[src/rtl/sum_window_accumulator.sv]
// Accumulates 2**LOG2_N accepted samples and presents the window total and truncated mean on a valid/ready port.
// Optional macro SUM_ACC_BACK2BACK_EN: accept the next window's first sample in the same cycle the held result completes.
module sum_window_accumulator #(
    parameter int DATA_W = 8,
    parameter int LOG2_N = 2,
    parameter int ACC_W  = 16
) (
    input  logic              clk,
    input  logic              rst_n,
    input  logic              ena,
    input  logic [DATA_W-1:0] in_data,
    input  logic              in_valid,
    output logic              in_ready,
    output logic [ACC_W-1:0]  out_sum,
    output logic [DATA_W-1:0] out_avg,
    output logic              out_valid,
    input  logic              out_ready,
    output logic [LOG2_N-1:0] sample_cnt
);

    typedef enum logic {
        ACCUM = 1'b0,
        HOLD  = 1'b1
    } state_t;

    localparam logic [LOG2_N-1:0] CNT_LAST = LOG2_N'((1 << LOG2_N) - 1);
    localparam logic [LOG2_N-1:0] CNT_ONE  = LOG2_N'(1);

    state_t              state_reg;
    logic [ACC_W-1:0]    acc_reg;
    logic [ACC_W-1:0]    out_sum_reg;
    logic [DATA_W-1:0]   out_avg_reg;
    logic [LOG2_N-1:0]   cnt_reg;

    logic                accept;
    logic                complete;
    logic [ACC_W-1:0]    total_next;
    logic [DATA_W-1:0]   avg_next;

    // in_ready already carries ena, so accept is ena-qualified through it.
    always_comb begin
        in_ready = 1'b0;
        if (ena) begin
            if (state_reg == ACCUM) begin
                in_ready = 1'b1;
            end
`ifdef SUM_ACC_BACK2BACK_EN
            else begin
                in_ready = out_ready;
            end
`endif
        end
    end

    assign accept     = in_valid & in_ready;
    assign complete   = ena & out_valid & out_ready;
    assign total_next = acc_reg + ACC_W'(in_data);
    assign avg_next   = total_next[LOG2_N +: DATA_W];

    always_ff @(posedge clk or negedge rst_n) begin
        if (!rst_n) begin
            state_reg   <= ACCUM;
            acc_reg     <= '0;
            cnt_reg     <= '0;
            out_sum_reg <= '0;
            out_avg_reg <= '0;
        end else if (ena) begin
            case (state_reg)
                ACCUM: begin
                    if (accept) begin
                        if (cnt_reg == CNT_LAST) begin
                            out_sum_reg <= total_next;
                            out_avg_reg <= avg_next;
                            acc_reg     <= '0;
                            cnt_reg     <= '0;
                            state_reg   <= HOLD;
                        end else begin
                            acc_reg <= total_next;
                            cnt_reg <= cnt_reg + CNT_ONE;
                        end
                    end
                end
                HOLD: begin
                    if (complete) begin
                        state_reg <= ACCUM;
`ifdef SUM_ACC_BACK2BACK_EN
                        // Zero-bubble turnover: first sample of the next window lands now.
                        if (accept) begin
                            acc_reg <= ACC_W'(in_data);
                            cnt_reg <= CNT_ONE;
                        end
`endif
                    end
                end
                default: state_reg <= ACCUM;
            endcase
        end
    end

    assign out_valid  = (state_reg == HOLD);
    assign out_sum    = out_sum_reg;
    assign out_avg    = out_avg_reg;
    assign sample_cnt = cnt_reg;

endmodule
[config.mk]
export PLATFORM = sky130hd
export DESIGN_NAME = sum_window_accumulator
export DESIGN_NICKNAME = d
export VERILOG_FILES = /design/src/rtl/sum_window_accumulator.sv
export SDC_FILE = /design/constraint.sdc
export NUM_CORES = 1
export LEC_CHECK = 0
export BUFFER_PORTS_ARGS = -buffer_cell sky130_fd_sc_hd__buf_4
export CAP_MARGIN = 25
export CORE_MARGIN = 2
export CORE_UTILIZATION = 50
export CTS_CLUSTER_DIAMETER = 150
export CTS_CLUSTER_SIZE = 24
export DETAILED_ROUTE_END_ITERATION = 12
export PLACE_DENSITY = 0.74
export SYNTH_ARGS = -nofsm -noshare
export SYNTH_HDL_FRONTEND = slang
export SYNTH_SLANG_ARGS = --single-unit
[constraint.sdc]
create_clock -name clk -period 2.64 [get_ports clk]
set_clock_uncertainty 0.1 [all_clocks]
set_input_delay 0.132 -clock clk [delete_from_list [all_inputs] [get_ports clk]]
set_output_delay 0.132 -clock clk [all_outputs]
set_load 0.005 [all_outputs]
==> results.rst, run 1 <==
.. list-table::
   :header-rows: 1

   * - Metric
     - Value
   * - Layout area overhead
     - 22.3%
   * - Final Hold Vio Count
     - 0
   * - Part of the Yosys area used for sequential elements
     - 0.452
   * - Max Buffers Root-to-Sink
     - 2
   * - Initial antenna violation count
     - 0
   * - Count of inserted antenna diode cells
     - 0
   * - Pin slew with the least headroom to its limit
     - 0.645 ns
   * - Sum of met3 wire segment lengths after detailed routing
     - 164 um
   * - Die height
     - 66.3 um
   * - Setup repair after global routing missed its margin
     - false
   * - Portion of synthesized cell area occupied by the leading cell type
     - 0.452
   * - Flop2flop setup slack
     - 0.34 ns
   * - Nature of the critical path endpoint
     - flop
   * - Mapped Nets
     - 209
   * - Final max-slew violation count
     - 0
   * - Kind of start point of the critical path
     - flop
   * - Share of the cycle needed by the critical path after routing
     - 0.871
   * - Library cell occupying the most area in the post-synthesis netlist
     - sky130_fd_sc_hd__dfrtp_1
   * - Die boundary width
     - 66.3 um
   * - Worst setup path startpoint
     - acc_reg[0]$_DFFE_PN0P_
   * - Setup Viol. Count Final
     - 0
   * - Overall routing resource usage
     - 0.204
   * - Worst vdd ir
     - 0.596 mV
   * - Crit Path Class
     - reg2reg
   * - Die ar.
     - 4390 sq um
   * - Post CTS Setup Buffer Count
     - 0
   * - DRC
     - 0
   * - Max H-tree Level
     - 2
   * - GP Congestion
     - 0.859
   * - Fin worst setup slack
     - 0.340 ns
   * - Vias in the first global route
     - 1477
   * - Average size of a mapped cell
     - 10.4 sq um
   * - Drt first pass iters
     - 4
   * - Run status
     - complete, no violations
   * - Wirelength, routed
     - 3860 um
   * - Gr ovfl total
     - 0
   * - Ports placed on the boundary
     - 41
   * - Initial detailed-routing violation count
     - 53
   * - Launch instance of the worst register-to-register path
     - acc_reg[0]$_DFFE_PN0P_
   * - CP arrival
     - 2.37 ns
   * - Required time at the endpoint of the critical path
     - 2.71 ns
   * - CTS tree
     - done
   * - CTS Buf Count
     - 5
   * - Depth of the worst register-to-register path
     - 7
   * - Capture point of the worst path
     - out_sum[12]$_DFFE_PN0P_
   * - Detailed placement HPWL
     - 2810 um
   * - Number of port buffers
     - 40
   * - Pwr dens
     - 1060 nW/um^2
   * - Wire length of the first global-routing pass
     - 6710 um
   * - Largest net degree at the start of global routing
     - 36
   * - Met1 WL
     - 1760 um
   * - Number of nets in the layout
     - 247
   * - Fraction of layout cells with a size suffix above 1
     - 0.289
   * - Placement-stage worst setup slack
     - 0.374 ns
   * - Type of the most critical hold path
     - in2reg
   * - EDFF count, synth
     - 0
   * - Root cell of the clock tree
     - sky130_fd_sc_hd__clkbuf_8
   * - Vias/cell
     - 5.50
   * - Synth Instances
     - 186
   * - Routed wire length on met2
     - 1850 um
   * - Rows
     - 22
   * - Max_cap viols
     - 0
   * - Critical Path Fanout Max
     - 8
   * - FMAX
     - 0.435 GHz
   * - Synth Warn #
     - 0
   * - FFs w/ async S/R, synth
     - 1.00
   * - Most numerous cell types in the synthesized netlist
     - 35 x sky130_fd_sc_hd__dfrtp_1, 27 x sky130_fd_sc_hd__nand2_1, 19 x sky130_fd_sc_hd__o21ai_0, 10 x sky130_fd_sc_hd__xor2_1, 9 x sky130_fd_sc_hd__ha_1
   * - CTS sink count
     - 35
   * - Most area-consuming cells after synthesis
     - sky130_fd_sc_hd__dfrtp_1 45%, sky130_fd_sc_hd__ha_1 5.8%, sky130_fd_sc_hd__nand2_1 5.2%, sky130_fd_sc_hd__o21ai_0 4.9%, sky130_fd_sc_hd__xor2_1 4.5%
   * - Avg WL per Cell
     - 14.2 um
   * - Cell with the most instances after synthesis
     - sky130_fd_sc_hd__dfrtp_1
   * - Final setup TNS
     - 0 ns
   * - Post-synthesis register bit count
     - 35
   * - Via count
     - 1501
   * - Reg-to-reg endpoint
     - out_sum[12]$_DFFE_PN0P_
   * - Area of the core
     - 3690 sq um
   * - Final antenna-violating net count
     - 0
   * - Static power due to leakage
     - 1.12 nW
   * - Worst max-slew margin expressed relative to the limit
     - 0.569
   * - Starting Density
     - 0.525
   * - Cell area after technology mapping
     - 1940 sq um
   * - Unique cell type count in the Yosys netlist
     - 39
   * - Primary FF master, synth
     - sky130_fd_sc_hd__dfrtp_1
   * - Clock transition at the register clock pins on the worst setup and hold paths after CTS
     - 0.07 ns
   * - Clock latency at the later pin of the worst-skew pair
     - 0.29 ns
   * - Top layer used by detailed routing
     - met4
   * - Period minus WS final
     - 2.30 ns
   * - Post-cts gate resize count
     - 0
power breakdown:
part	internal, mW	switching, mW
Sequential	0.719	0.138
Clock	0.305	0.193
Combinational	0.569	0.584
worst min path at each step:
stage          startpoint                      to  slack [ns]  depth (start not counted)
6_report       in_data[0]  out_sum[0]$_DFFE_PN0P_        0.14                          3
5_1_grt        in_data[0]  out_sum[0]$_DFFE_PN0P_        0.14                          3
4_1_cts        in_data[0]  out_sum[0]$_DFFE_PN0P_        0.14                          3
3_5_place_dp        rst_n  out_sum[3]$_DFFE_PN0P_       0.008                          1
3_3_place_gp        rst_n  out_sum[3]$_DFFE_PN0P_       0.004                          1
2_1_floorplan       rst_n  acc_reg[0]$_DFFE_PN0P_       -0.26                          0
cells by family after synthesis:
| logic type | synth area share |
|---|---|
| AO/OA/AOI/OAI | 0.219 |
| AND/OR/NAND/NOR | 0.112 |
| flip-flops | 0.452 |
| buffers and inverters | 0.0491 |
| XOR/XNOR | 0.0587 |
| adder cells (fa/ha/maj) | 0.0684 |
| multiplexers | 0.0407 |
cell usage in the layout (no fill, tap or decap), types with 7 or more instances in the layout:
| cell | n |
|---|---|
| sky130_fd_sc_hd__xor2_1 | 10 |
| sky130_fd_sc_hd__buf_4 | 42 |
| sky130_fd_sc_hd__o21ai_0 | 19 |
| sky130_fd_sc_hd__o31ai_1 | 7 |
| sky130_fd_sc_hd__ha_1 | 9 |
| sky130_fd_sc_hd__nand2_1 | 27 |
| sky130_fd_sc_hd__dfrtp_1 | 35 |
| sky130_fd_sc_hd__mux2_2 | 7 |
| sky130_fd_sc_hd__a21oi_1 | 7 |
| sky130_fd_sc_hd__a21o_1 | 7 |
area by class of cell:
type / instances / area [sq um]
Clock inverter: 2 / 35.0
Multi-Input combinational cell: 136 / 967
Inverter: 1 / 3.75
Timing Repair Buffer: 45 / 345
Sequential cell: 35 / 876
Tap cell: 48 / 60.1
Clock buffer: 6 / 82.6
Fill cell: 304 / 1320
what timing repair did:
action                                 4_1_cts  5_1_grt
setup endpoints to repair                    0        0
endpoints found under the hold margin       36        0
hold buffers                                 3        0
routing by layer:
metal,GRT usage,vias to the layer above
met3,0.0392,9
met4,0.107,0
li1,-,756
met1,0.254,705
met2,0.335,31
met5,0,-
worst max-delay path: stages, from the launching register on:
cell and delay (ns):
sky130_fd_sc_hd__dfrtp_1 0.38, sky130_fd_sc_hd__ha_1 0.22, sky130_fd_sc_hd__fa_1 0.43, sky130_fd_sc_hd__a211oi_1 0.41, sky130_fd_sc_hd__o211ai_2 0.22, sky130_fd_sc_hd__nand4_1 0.19, sky130_fd_sc_hd__xor2_1 0.15, sky130_fd_sc_hd__o21ai_0 0.08
per-stage QoR:
step / total power [mW] / cells / utilization / cell area, sq um / hold slack [ns]
3_5_place_dp: 2.01 / 262 / 0.602 / 2220 / 0.00819
2_1_floorplan: 1.64 / 186 / - / 1940 / -0.264
3_3_place_gp: 1.97 / 262 / 0.602 / 2220 / 0.00394
5_1_grt: 2.69 / 273 / 0.642 / 2370 / 0.136
4_1_cts: 2.53 / 273 / 0.642 / 2370 / 0.135
6_report: 2.51 / 273 / 0.642 / 2370 / 0.138
(Power assumes the default switching activity.)
==> inputs of run 2 (changes only) <==
Settings changed: ABC_AREA from default to 1, CORE_ASPECT_RATIO from default to 1.25, PLACE_DENSITY 0.74 to 0.73.
==> run 2 against run 1 <==
Final cell count is 34% higher. Combinational power hardly changed. Die area is 7.3% higher. Critical path depth is 2 higher. Wire length is 14% higher. Core utilization is 2.1 points lower.
==> results.rst, run 2 <==
.. list-table::
   :header-rows: 1

   * - Metric
     - Value
   * - Critical Path Fanout Max
     - 4
   * - EDFF count, synth
     - 0
   * - Vias in the first global route
     - 1766
   * - Cell area after technology mapping
     - 2090 sq um
   * - Primary FF master, synth
     - sky130_fd_sc_hd__dfrtp_1
   * - Worst max-slew margin expressed relative to the limit
     - 0.702
   * - Proportion of power drawn by the clock network
     - 0.182
   * - CTS tree
     - done
   * - Ports placed on the boundary
     - 41
   * - Post-cts gate resize count
     - 0
   * - Vias/cell
     - 4.86
   * - CTS sink count
     - 35
   * - Die height
     - 76.2 um
   * - Portion of synthesized cell area occupied by the leading cell type
     - 0.420
   * - Most area-consuming cells after synthesis
     - sky130_fd_sc_hd__dfrtp_1 42%, sky130_fd_sc_hd__nand2_1 20%, sky130_fd_sc_hd__nand3_1 7.7%, sky130_fd_sc_hd__ha_1 5.4%, sky130_fd_sc_hd__inv_1 4.7%
   * - Fin worst setup slack
     - 0.692 ns
   * - Static power due to leakage
     - 1.43 nW
   * - Initial detailed-routing violation count
     - 68
   * - GP Congestion
     - 0.861
   * - Part of the Yosys area used for sequential elements
     - 0.420
   * - Average size of a mapped cell
     - 7.64 sq um
   * - Number of nets in the layout
     - 334
   * - Clock latency at the later pin of the worst-skew pair
     - 0.29 ns
   * - Most numerous cell types in the synthesized netlist
     - 112 x sky130_fd_sc_hd__nand2_1, 35 x sky130_fd_sc_hd__dfrtp_1, 32 x sky130_fd_sc_hd__nand3_1, 26 x sky130_fd_sc_hd__inv_1, 9 x sky130_fd_sc_hd__ha_1
   * - Drt first pass iters
     - 4
   * - DRC
     - 0
   * - Initial antenna violation count
     - 0
   * - Unique cell type count in the Yosys netlist
     - 29
   * - Crit Path Class
     - reg2reg
   * - Root cell of the clock tree
     - sky130_fd_sc_hd__clkbuf_8
   * - CP arrival
     - 2.03 ns
   * - Gr ovfl total
     - 0
   * - Rows
     - 26
   * - Starting Density
     - 0.517
   * - Comb power frac
     - 0.449
   * - Final cell area excluding filler cells
     - 2510 sq um
   * - Type of the most critical hold path
     - in2reg
   * - Leading cell types in the layout, fill and taps excluded
     - 112 x sky130_fd_sc_hd__nand2_1, 41 x sky130_fd_sc_hd__buf_4, 35 x sky130_fd_sc_hd__dfrtp_1
   * - FFs w/ async S/R, synth
     - 1.00
   * - Post-placement cell count
     - 357
   * - Area of the core
     - 4030 sq um
   * - Number of hold-repair buffers added at the cts stage
     - 3
   * - Die boundary width
     - 61.8 um
   * - Wirelength, routed
     - 4390 um
   * - Wire length of the first global-routing pass
     - 7520 um
   * - Worst hold slack after final layout
     - 0.102 ns
   * - Nature of the critical path endpoint
     - flop
   * - Final max-slew violation count
     - 0
   * - Via count
     - 1782
   * - Final core utilization
     - 0.622
   * - Period minus WS final
     - 1.95 ns
   * - Avg WL per Cell
     - 12.0 um
   * - Internal power summed over all cells
     - 1.57 mW
   * - Number of port buffers
     - 40
   * - Overall power
     - 2.53 mW
   * - Run status
     - complete, no violations
   * - Cell with the most instances after synthesis
     - sky130_fd_sc_hd__nand2_1
   * - Share of power burned in registers
     - 0.369
   * - Layout fillers
     - 398
   * - Overall routing resource usage
     - 0.211
   * - Pin slew with the least headroom to its limit
     - 0.446 ns
   * - Share of the cycle needed by the critical path after routing
     - 0.738
   * - Most common cell after layout, fill and taps aside
     - sky130_fd_sc_hd__nand2_1
   * - Kind of start point of the critical path
     - flop
   * - Post-synthesis register bit count
     - 35
   * - Max_cap viols
     - 0
   * - Clock transition at the register clock pins on the worst setup and hold paths after CTS
     - 0.06 ns
   * - Final antenna-violating net count
     - 0
   * - Synth Warn #
     - 0
   * - Sw Share
     - 0.379
   * - Required time at the endpoint of the critical path
     - 2.72 ns
   * - Post CTS Setup Buffer Count
     - 0
   * - Die ar.
     - 4710 sq um
   * - Worst vdd ir
     - 0.579 mV
   * - CTS Buf Count
     - 5
   * - Setup Viol. Count Final
     - 0
   * - Fraction of layout cells with a size suffix above 1
     - 0.196
   * - Cell Area, Placed
     - 2370 sq um
   * - Final setup TNS
     - 0 ns
   * - Layout area overhead
     - 20.1%
   * - Synth Instances
     - 273
   * - Final non-filler cell total
     - 367
   * - Max H-tree Level
     - 2
   * - Max Buffers Root-to-Sink
     - 2
   * - FMAX
     - 0.513 GHz
   * - Mapped Nets
     - 296
   * - Library cell occupying the most area in the post-synthesis netlist
     - sky130_fd_sc_hd__dfrtp_1
   * - Pwr dens
     - 1010 nW/um^2
   * - Count of inserted antenna diode cells
     - 0
   * - Placement-stage worst setup slack
     - 0.684 ns
   * - Largest net degree at the start of global routing
     - 36
   * - Detailed placement HPWL
     - 3260 um
   * - Switching power
     - 0.959 mW
   * - Setup repair after global routing missed its margin
     - false
   * - Final Hold Vio Count
     - 0
-- run 2: per-layer routing --
metal	track usage	vias up	wire length [um]
li1	-	925	-
met1	0.244	799	1870
met2	0.355	45	2200
met3	0.0526	13	195
met4	0.0894	0	125
met5	0	-	0
-- run 2: final cells by class --
class | count | area [sq um] | area share
flip-flops and latches | 35 | 876 | 0.349
multi-input cells | 197 | 1020 | 0.405
clock inverters | 1 | 30.0 | 0.0120
clock buffers | 6 | 72.6 | 0.0289
repair buffers | 44 | 338 | 0.135
inverters | 28 | 105 | 0.0419
well taps | 56 | 70.1 | 0.0279
-- run 2: worst paths after layout --
kind	from	end	slack [ns]	depth (start not counted)
worst max register to register	acc_reg[0]$_DFFE_PN0P_	acc_reg[6]$_DFFE_PN0P_	0.69	9
worst min register to register	out_sum[0]$_DFFE_PN0P_	out_sum[0]$_DFFE_PN0P_	0.38	2
worst min-delay path	in_data[0]	out_sum[0]$_DFFE_PN0P_	0.10	4
worst max-delay path	acc_reg[0]$_DFFE_PN0P_	acc_reg[6]$_DFFE_PN0P_	0.69	9
max in group asynchronous	rst_n	out_valid$_DFFE_PN0P_	1.89	2
min in group asynchronous	rst_n	out_sum[3]$_DFFE_PN0P_	0.24	2
-- run 2: cell families after synthesis --
kind of cell,Yosys count,share of synthesized area
muxes,1,0.00540
adders and majority gates,10,0.0636
DFF,35,0.420
AOI/OAI and AO/OA,12,0.0342
xor gates and xnor gates,5,0.0210
and+or+nand+nor,169,0.363
buffers and inverters,41,0.0935
-- run 2: critical path: stages (launching register included) --
cell	delay, ns
sky130_fd_sc_hd__dfrtp_1	0.38
sky130_fd_sc_hd__ha_1	0.22
sky130_fd_sc_hd__fa_1	0.40
sky130_fd_sc_hd__nand2_1	0.08
sky130_fd_sc_hd__nand3_1	0.07
sky130_fd_sc_hd__nand3_1	0.07
sky130_fd_sc_hd__nand2_1	0.09
sky130_fd_sc_hd__or2_2	0.30
sky130_fd_sc_hd__nand3_1	0.08
sky130_fd_sc_hd__nand2_1	0.05
-- run 2: power by group through the flow --
stage	logic [mW]	clock network, mW	registers [mW]
final	1.14	0.460	0.932
after global routing	1.30	0.501	0.964
after CTS	1.15	0.473	0.933
after detailed placement	1.14	0	0.941
after global placement	1.12	0	0.936
after floorplan	0.777	0	0.923
